<file path="config.mk">
export PLATFORM = sky130hd
export DESIGN_NAME = river_ride_ctrl
export DESIGN_NICKNAME = d
export VERILOG_FILES = /design/src/rtl/river_ride_ctrl.sv
export SDC_FILE = /design/constraint.sdc
export NUM_CORES = 1
export LEC_CHECK = 0
export CORE_MARGIN = 2
export CORE_UTILIZATION = 50
export CTS_BUF_LIST = sky130_fd_sc_hd__clkbuf_2
export DETAILED_ROUTE_END_ITERATION = 7
export GPL_ROUTABILITY_DRIVEN = 0
export PLACE_DENSITY = 0.82
export SYNTH_ARGS = -nofsm -noshare
export SYNTH_HDL_FRONTEND = slang
export SYNTH_SLANG_ARGS = --single-unit
</file>
<file path="constraint.sdc">
create_clock -name frame_clk -period 6.4 [get_ports frame_clk]
set_input_delay 1.92 -clock frame_clk [delete_from_list [all_inputs] [get_ports frame_clk]]
set_output_delay 1.92 -clock frame_clk [all_outputs]
set_load 0.03 [all_outputs]
</file>
<file path="src/rtl/river_ride_ctrl.sv">
// River-band fate controller for the frog: tracks which lilypad (if any) is
// carrying the frog, produces the per-frame carry delta, and runs the
// grace / death / respawn / game-over sequence.
//
// Protocol note: there is no valid/ready handshake here. Every input is
// sampled once per frame on the rising edge of frame_clk, and every output
// is a registered value that holds for the whole following frame.
module river_ride_ctrl #(
  parameter int          NUM_PADS     = 4,
  parameter logic [10:0] RIVER_Y_MIN  = 11'd40,
  parameter logic [10:0] RIVER_Y_MAX  = 11'd240,
  parameter logic [10:0] X_EDGE_MAX   = 11'd600,
  parameter logic [10:0] MAX_STEP     = 11'd16,
  parameter logic [4:0]  GRACE_FRAMES = 5'd3,
  parameter logic [5:0]  DEATH_FRAMES = 6'd30,
  parameter logic [2:0]  START_LIVES  = 3'd3
) (
  input  logic                     frame_clk,
  input  logic                     Reset,
  input  logic [10:0]              Frog_X,
  input  logic [10:0]              Frog_Y,
  input  logic [11*NUM_PADS-1:0]   Pad_X,
  input  logic [NUM_PADS-1:0]      Pad_Collision,
  output logic [10:0]              Carry_DX,
  output logic                     Riding,
  output logic                     Death_Active,
  output logic                     Respawn,
  output logic [2:0]               Lives,
  output logic                     Game_Over,
  output logic [2:0]               dbg_state_o
);

  localparam int IDXW = (NUM_PADS > 1) ? $clog2(NUM_PADS) : 1;

  typedef enum logic [2:0] {
    ST_LAND   = 3'd0,
    ST_RIDING = 3'd1,
    ST_GRACE  = 3'd2,
    ST_DYING  = 3'd3,
    ST_DEAD   = 3'd4
  } state_t;

  state_t                     state_q, state_d;
  logic [IDXW-1:0]            pad_idx_q, pad_idx_d;
  logic [4:0]                 grace_q, grace_d;
  logic [5:0]                 death_q, death_d;
  logic [2:0]                 lives_q, lives_d;
  logic                       respawn_q, respawn_d;
  logic [10:0]                carry_q, carry_d;
  logic                       delta_valid_q;
  logic [10:0]                prev_x_q [NUM_PADS];

  logic [10:0]                pad_x [NUM_PADS];
  logic                       in_river;
  logic                       hit;
  logic [IDXW-1:0]            first_hit;
  logic [10:0]                delta;
  logic [10:0]                delta_mag;
  logic                       delta_ok;

  // Unpack the pad bus and derive river membership plus the lowest colliding pad.
  always_comb begin
    for (int i = 0; i < NUM_PADS; i++) begin
      pad_x[i] = Pad_X[11*i +: 11];
    end
    in_river  = (Frog_Y >= RIVER_Y_MIN) && (Frog_Y < RIVER_Y_MAX);
    hit       = |Pad_Collision;
    first_hit = '0;
    for (int i = NUM_PADS - 1; i >= 0; i--) begin
      if (Pad_Collision[i]) first_hit = IDXW'(i);
    end
  end

  // Next state, pad selection, counters and lives.
  always_comb begin
    state_d   = state_q;
    pad_idx_d = pad_idx_q;
    grace_d   = grace_q;
    death_d   = death_q;
    lives_d   = lives_q;
    respawn_d = 1'b0;
    case (state_q)
      ST_LAND: begin
        if (in_river) begin
          if (hit) begin
            state_d   = ST_RIDING;
            pad_idx_d = first_hit;
          end else begin
            state_d = ST_GRACE;
            grace_d = '0;
          end
        end
      end
      ST_RIDING: begin
        if (!in_river) begin
          state_d = ST_LAND;
        end else if (Frog_X > X_EDGE_MAX) begin
          // Unsigned compare also catches a frog pushed past the left edge (wrap).
          state_d = ST_DYING;
          death_d = '0;
        end else if (!Pad_Collision[pad_idx_q]) begin
          if (hit) begin
            pad_idx_d = first_hit;
          end else begin
            state_d = ST_GRACE;
            grace_d = '0;
          end
        end
      end
      ST_GRACE: begin
        if (!in_river) begin
          state_d = ST_LAND;
        end else if (hit) begin
          state_d   = ST_RIDING;
          pad_idx_d = first_hit;
        end else begin
          grace_d = grace_q + 5'd1;
          if (grace_d == GRACE_FRAMES - 5'd1) begin
            state_d = ST_DYING;
            death_d = '0;
          end
        end
      end
      ST_DYING: begin
        if (death_q == DEATH_FRAMES - 6'd1) begin
          death_d = '0;
          lives_d = (lives_q != 3'd0) ? lives_q - 3'd1 : 3'd0;
          if (lives_d == 3'd0) begin
            state_d = ST_DEAD;
          end else begin
            state_d   = ST_LAND;
            respawn_d = 1'b1;
          end
        end else begin
          death_d = death_q + 6'd1;
        end
      end
      ST_DEAD: begin
        state_d = ST_DEAD;
      end
      default: begin
        state_d = ST_LAND;
      end
    endcase
  end

  // Carry delta of the pad that carries the frog next frame; teleports and
  // the first post-reset frame are suppressed to zero.
  always_comb begin
    delta     = pad_x[pad_idx_d] - prev_x_q[pad_idx_d];
    delta_mag = delta[10] ? (~delta + 11'd1) : delta;
    delta_ok  = delta_valid_q && (delta_mag <= MAX_STEP);
    carry_d   = ((state_d == ST_RIDING) && delta_ok) ? delta : 11'd0;
  end

  // State, counters, lives and registered outputs.
  always_ff @(posedge frame_clk or posedge Reset) begin
    if (Reset) begin
      state_q       <= ST_LAND;
      pad_idx_q     <= '0;
      grace_q       <= '0;
      death_q       <= '0;
      lives_q       <= START_LIVES;
      respawn_q     <= 1'b0;
      carry_q       <= '0;
      delta_valid_q <= 1'b0;
    end else begin
      state_q       <= state_d;
      pad_idx_q     <= pad_idx_d;
      grace_q       <= grace_d;
      death_q       <= death_d;
      lives_q       <= lives_d;
      respawn_q     <= respawn_d;
      carry_q       <= carry_d;
      delta_valid_q <= 1'b1;
    end
  end

  // Previous-frame pad positions used for the delta.
  always_ff @(posedge frame_clk or posedge Reset) begin
    if (Reset) begin
      for (int i = 0; i < NUM_PADS; i++) prev_x_q[i] <= '0;
    end else begin
      for (int i = 0; i < NUM_PADS; i++) prev_x_q[i] <= pad_x[i];
    end
  end

  assign Carry_DX     = carry_q;
  assign Riding       = (state_q == ST_RIDING);
  assign Death_Active = (state_q == ST_DYING);
  assign Respawn      = respawn_q;
  assign Lives        = lives_q;
  assign Game_Over    = (state_q == ST_DEAD);
  assign dbg_state_o  = state_q;

endmodule

</file>
Yosys cells after proc, flatten, opt, wreduce, memory -nomap -nowiden
Cells that the tools add are included.
- memory bits (read-only): 0
- memory bits (writable): 0
- register bits: 76
- bits of input ports: 72
- output and inout bits: 21
- logic and storage cells: 104
- latch bits: 0
- memories: 0
- order comparisons: 6
- muxes and demuxes: 51
- equality and inequality tests: 15
- reductions and logical operators: 13
- shift operators: 0
- multiply operators: 0
- divide/modulo/power cells: 0
- bitwise logic cells: 2
- add/sub/neg operators: 5
- operators with widths (kind ; number):
    $mux W11 ; 6
    $bmux W11 S2 ; 2
    $mux W6 ; 6
    $mux W5 ; 7
    $mux W3 ; 11
    $mux W2 ; 10
    $pmux W6 S3 ; 1
    $pmux W3 S5 ; 1
    $pmux W5 S3 ; 1
    $ne A2 B2 Y1 const B ; 6
    $add A11 B1 Y11 const B ; 1
    $ge A11 B6 Y1 const B ; 1
    $gt A11 B10 Y1 const B ; 1
    $le A11 B5 Y1 const B ; 1
    $lt A11 B8 Y1 const B ; 1
    $not A11 Y11 ; 1
    $sub A11 B11 Y11 ; 1
    $reduce_bool A3 Y1 ; 3
    $reduce_and A7 Y1 ; 1
    $add A6 B1 Y6 const B ; 1
    $eq A3 B1 Y1 const B ; 2
    $eq A3 B2 Y1 const B ; 2
    $eq A6 B5 Y1 const B ; 1
    $logic_not A3 Y1 ; 2
    other kinds (16) ; 22

Depth between registers and ports, before layout
- word-level depth: 21
- mapped depth: 23
- mapped depth without buffers: 20

Worst setup path after synthesis
No wires, ideal clock.
- kind: in2reg
- start point: input port Frog_X[0]
- end point: register carry_q[0], in the netlist Carry_DX[0]
- path buffers: 3
- arrival time: 6272 ps
- path slack: 41 ps
- cell stages on the path: 19
- required time: 6313 ps
- setup time: 87 ps
- path through: or3_1 > a221o_1 > o31ai_4 > mux2_2 > buf_1 > buf_1 > nand2_1 > o21ai_0 > ha_1 > fa_1 > nor2b_1 > o21ai_0 > a21o_1 > and4_1 > a2111oi_0 > o2111a_1 > nand4_1 > buf_2 > nor3_1
- longest elaborated chain between the ends: 16
- elaborated cells on any way between the ends: 23
- those cells by class: add/sub (2); order compare (2); eq/ne (1); mux (14); bitwise (2); reduce/logical (2)
- RTL lines (item ; line ; text):
    from (decl) ; 20 ; input logic [10:0] Frog_X,
    $gt A11 B10 Y1 * ; 97 ; end else if (Frog_X > X_EDGE_MAX) begin
    $mux W2 ; 97 ;
    $mux W2 ; 95 ; if (!in_river) begin
    $pmux W2 S2 ; 82 ; case (state_q)
    $not A2 Y3 (not written as such) ; 150 ; delta = pad_x[pad_idx_d] - prev_x_q[pad_idx_d];
    $bmux W11 S2 ; 150 ;
    $mux W11 (not written as such) (2 in a row) ; 150 ;
    $sub A11 B11 Y11 ; 150 ;
    $not A11 Y11 ; 151 ; delta_mag = delta[10] ? (~delta + 11'd1) : delta;
    $add A11 B1 Y11 ; 151 ;
    $mux W11 ; 151 ;
    $le A11 B5 Y1 ; 152 ; delta_ok = delta_valid_q && (delta_mag <= MAX_STEP);
    $logic_and A1 B1 Y1 ; 152 ;
    $logic_and A1 B1 Y1 ; 153 ; carry_d = ((state_d == ST_RIDING) && delta_ok) ? delta : 11'd0;
    $mux W11 * ; 153 ;
    named net carry_d[0] ; 49 ; logic [10:0] carry_q, carry_d;
    to (signal assigned) ; 174 ; carry_q <= carry_d;
    to (decl) ; 49 ;
The timed path passes the listed nets; every way through them passes the cells marked *. The select of a mux whose other input is x is not followed.
A chain may end at the register's enable or synchronous reset.

Worst setup path in the final report
- start point: input port Frog_X[0]
- end point: register carry_q[6], in the netlist Carry_DX[6]
The elaborated chain is that of the path after synthesis.

==> reports/qor.txt <==
Status: finished, final reports clean
DP Area: 5630 um2
Compound-Gate Fraction of Synth Area: 17.0%
Final slew viol count: 0
Dpl hpwl: 7600 um
Worst Setup End Kind: flip-flop
Net Sw Power: 0.000282 W
Tightest Pin Transition: 714 ps
Max Cap Viol: 0
Clock slew at reported path FFs: 200 ps
Ys async rst share: 100%
TritonCTS clock tree: built
Worst slew margin relative to its limit: 52.3%
Syn. warnings: 0
CP Max Fanout: 10
Yosys top cell by area: dfrtp_1
FF-to-FF setup slack: 1620 ps
Most common cell in the netlist: dfrtp_1
Syn Std Cell Area: 4240 um2
Worst Setup SP: Frog_X[0]
FF+latch area: 1900 um2
Final setup viols: 0
Sequential area share after synthesis: 44.9%
Top cells by count, synth: 74 x dfrtp_1, 35 x nand2_1, 31 x mux2i_1, 29 x o21ai_0, 20 x a21oi_1
FF-to-FF path depth: 18
Pin count of the biggest net entering global routing: 44
Post-synth EDFFs: 0
Htree depth: 3
Core Area: 8220 um2
Synth Flop Type: dfrtp_1
Leakage: 2.63 nW
Worst IR drop on VDD: 119 uV
RSZ-0062 raised after global routing: false
Via density per instance: 5.54
Hold WS: 504 ps
WL per Instance: 15.2 um
Fmax: 160 MHz
PD cells: 172 nW/um2
Worst hold path class: reg -> reg
Kind of critical path: in -> reg
Post-Syn Nets: 503
Clock Sink Count: 76
Crit path top cell by count: buf_4
Cts bufs inserted: 9
Core Util, Final: 70.6%
Design Area, Final: 5800 um2
Ranking of synthesized cells by area: dfrtp_1 44%, mux2i_1 7.3%, ha_1 5.0%
DRC Markers: 0
Worst Setup Start Kind: input port
Yosys cell types: 63
Hold_buf cts: 0
Area grow syn2layout: 36.7%
# nets final: 645
Final wirelength: 10100 um
Ratio of cells with drive above 1 in the final layout: 17.7%
Area of the multi-input gates: 2280 um2
Worst setup path end: Carry_DX[6]
Critical-path cell list: clkdlybuf4s50_1 -> or3_1 -> a221o_1 -> o31ai_4 -> mux2_4 -> buf_4 -> a211oi_1 -> a21oi_1 -> ha_1 -> o21a_1 -> o31a_1 -> nand2b_1 -> a21oi_1 -> buf_4 -> xor2_1 -> buf_4 -> nor4b_2 -> a211oi_4 -> nor3_1
Skew-Pair Late Insertion Delay: 540 ps
Sw Ratio: 28.3%
P_int: 0.000715 W
Hold Path Cell Cnt: 1
Initial DRC count: 130
Filler cells: 617
Clock power frac: 25.7%
Number of global-route vias before repair: 3690
Setup WS post-layout: 134 ps
DIE HEIGHT: 96.1 um
Synthesized netlist cell count: 413
Simple-Gate Fraction of Synth Area: 15.5%
Clock Tree Buf Depth: 2
Num rows: 33
Worst path required time: 6800 ps
Fin crit share: 97.9%
Synth top area share: 43.6%
Boundary Pins: 93
Worst reg2reg endpoint: Carry_DX[6]
Comb pwr share: 24.2%
DIE AREA: 9240 um2
IO Port Bufs: 89
Max stage delay cell, worst path: or3_1
Die width: 96.1 um
Post-layout minimum cycle time: 6270 ps
Antenna viol nets, final: 0
CP max stage delay: 420 ps
Final hold vios: 0
Reg2Reg Launch Point: dbg_state_o[1]
Drt pass-1 iters: 4
Main combinational cell family by area after synthesis: compound AO/OA/AOI/OAI gates
Tot GR Track Use: 22.7%
Reg power frac: 50.0%
CTS root buf: clkbuf_2
Initial antenna violation count: 0
Arrival time at the worst endpoint: 6670 ps
Initial core utilization: 51.6%
Final Skew: 33.8 ps
Adder-Cell Fraction of Synth Area: 5.49%
Ant diodes: 0
Synth Area in XOR/XNOR: 3.48%
Pre-CTS worst setup slack: -532 ps
Total number of vias: 3683
First-pass GRT wire length: 16200 um
Synth Register Bits: 76
Post-Syn Area per Cell: 10.3 um2
Multiplexer area fraction after synthesis: 11.0%
Grt ovf: 0
[registers in the layout, summed over array words and instances (netlist names)]
| signal | flops |
|---|---|
| Carry_DX | 11 |
| prev_x_q | 44 |
| Respawn | 1 |
| pad_idx_q | 2 |
| delta_valid_q | 1 |
| death_q | 6 |
| Lives | 3 |
| dbg_state_o | 3 |
| grace_q | 5 |
[per-stage QoR]
stage | cells | TNS (ps) | total power [W]
global placement | 647 | -3650 | 0.000727
CTS | 663 | 0 | 0.000996
detailed placement | 647 | -5270 | 0.000737
finish | 665 | 0 | 0.000997
global route | 665 | 0 | 0.00105
floorplan | 413 | 0 | 0.000615
[power groups by stage]
stage / clock network [W] / registers [W] / logic (W)
6_report: 0.000257 / 0.000499 / 0.000241
3_3_place_gp: 0 / 0.000507 / 0.000221
4_1_cts: 0.000266 / 0.000499 / 0.000230
2_1_floorplan: 0 / 0.000506 / 0.000109
3_5_place_dp: 0 / 0.000508 / 0.000229
5_1_grt: 0.000287 / 0.000500 / 0.000263
[routing by layer]
layer	global-route usage [%]	routed length, um	vias up	share of wire (%)
li1	-	-	1803	-
met1	25.9	4050	1763	40
met2	41.6	5260	104	52
met3	5.64	648	13	6.4
met4	6.90	145	0	1.4
met5	0	0	-	0
[worst max-delay path: cells and delay by family]
family | cells | cell delay (ps)
AO/OA/AOI/OAI | 8 | 2050
XOR/XNOR | 1 | 240
adder cells (fa/ha/maj) | 1 | 370
buffers and inverters | 4 | 940
AND/OR/NAND/NOR | 4 | 740
multiplexers | 1 | 390
[cell type report]
type / instances / area share [%]
multi-input cells: 309 / 39.3
flip-flops and latches: 76 / 32.8
repair buffers: 144 / 22.7
well taps: 105 / 2.26
clock inverters: 7 / 1.16
inverters: 15 / 0.971
clock buffers: 9 / 0.777
[what timing repair did]
| item | 4_1_cts | 5_1_grt |
|---|---|---|
| buffers inserted | 0 | 1 |
| setup endpoints to repair | 0 | 10 |
| gates resized for setup | 0 | 7 |
| hold endpoints to repair | 0 | 0 |
[worst min path at each step]
stage / startpoint / endpoint / slack, ps
after CTS: death_q[4] / death_q[4] / 500
after global placement: death_q[4] / death_q[4] / 460
after detailed placement: death_q[4] / death_q[4] / 470
final: death_q[4] / death_q[4] / 500
after global routing: death_q[4] / death_q[4] / 520
after floorplan: death_q[4] / death_q[4] / 440
[kinds of logic (layout without fill, tap and decap cells)]
group | after synthesis | after routing
AOI/OAI and AO/OA | 105 | 105
xor gates and xnor gates | 16 | 16
adders and majority gates | 18 | 18
buffers and inverters | 29 | 175
DFF | 76 | 76
muxes | 44 | 45
other | 1 | 1
and+or+nand+nor | 124 | 124
[cell usage in the layout, fill, tap and decap left out, types with 3 or more instances in the layout]
master / count
clkdlybuf4s50_1: 89
dfrtp_1: 74
buf_4: 54
nand2_1: 35
mux2i_1: 31
o21ai_0: 29
a21oi_1: 20
nor3_1: 17
ha_1: 17
nor2_1: 14
inv_1: 13
mux2_2: 12
nand3_1: 10
xor2_1: 10
and2_1: 10
a211oi_1: 10
clkbuf_2: 9
nor2b_1: 6
o21a_1: 5
a31oi_1: 5
o31ai_1: 5
nand2b_1: 5
and3_1: 4
nand4_1: 4
a21o_1: 4
xnor2_1: 4
nand3b_1: 3
o2111a_1: 3
or3_1: 3
and4_1: 3
Note: power is estimated with default switching activity, not from simulation.
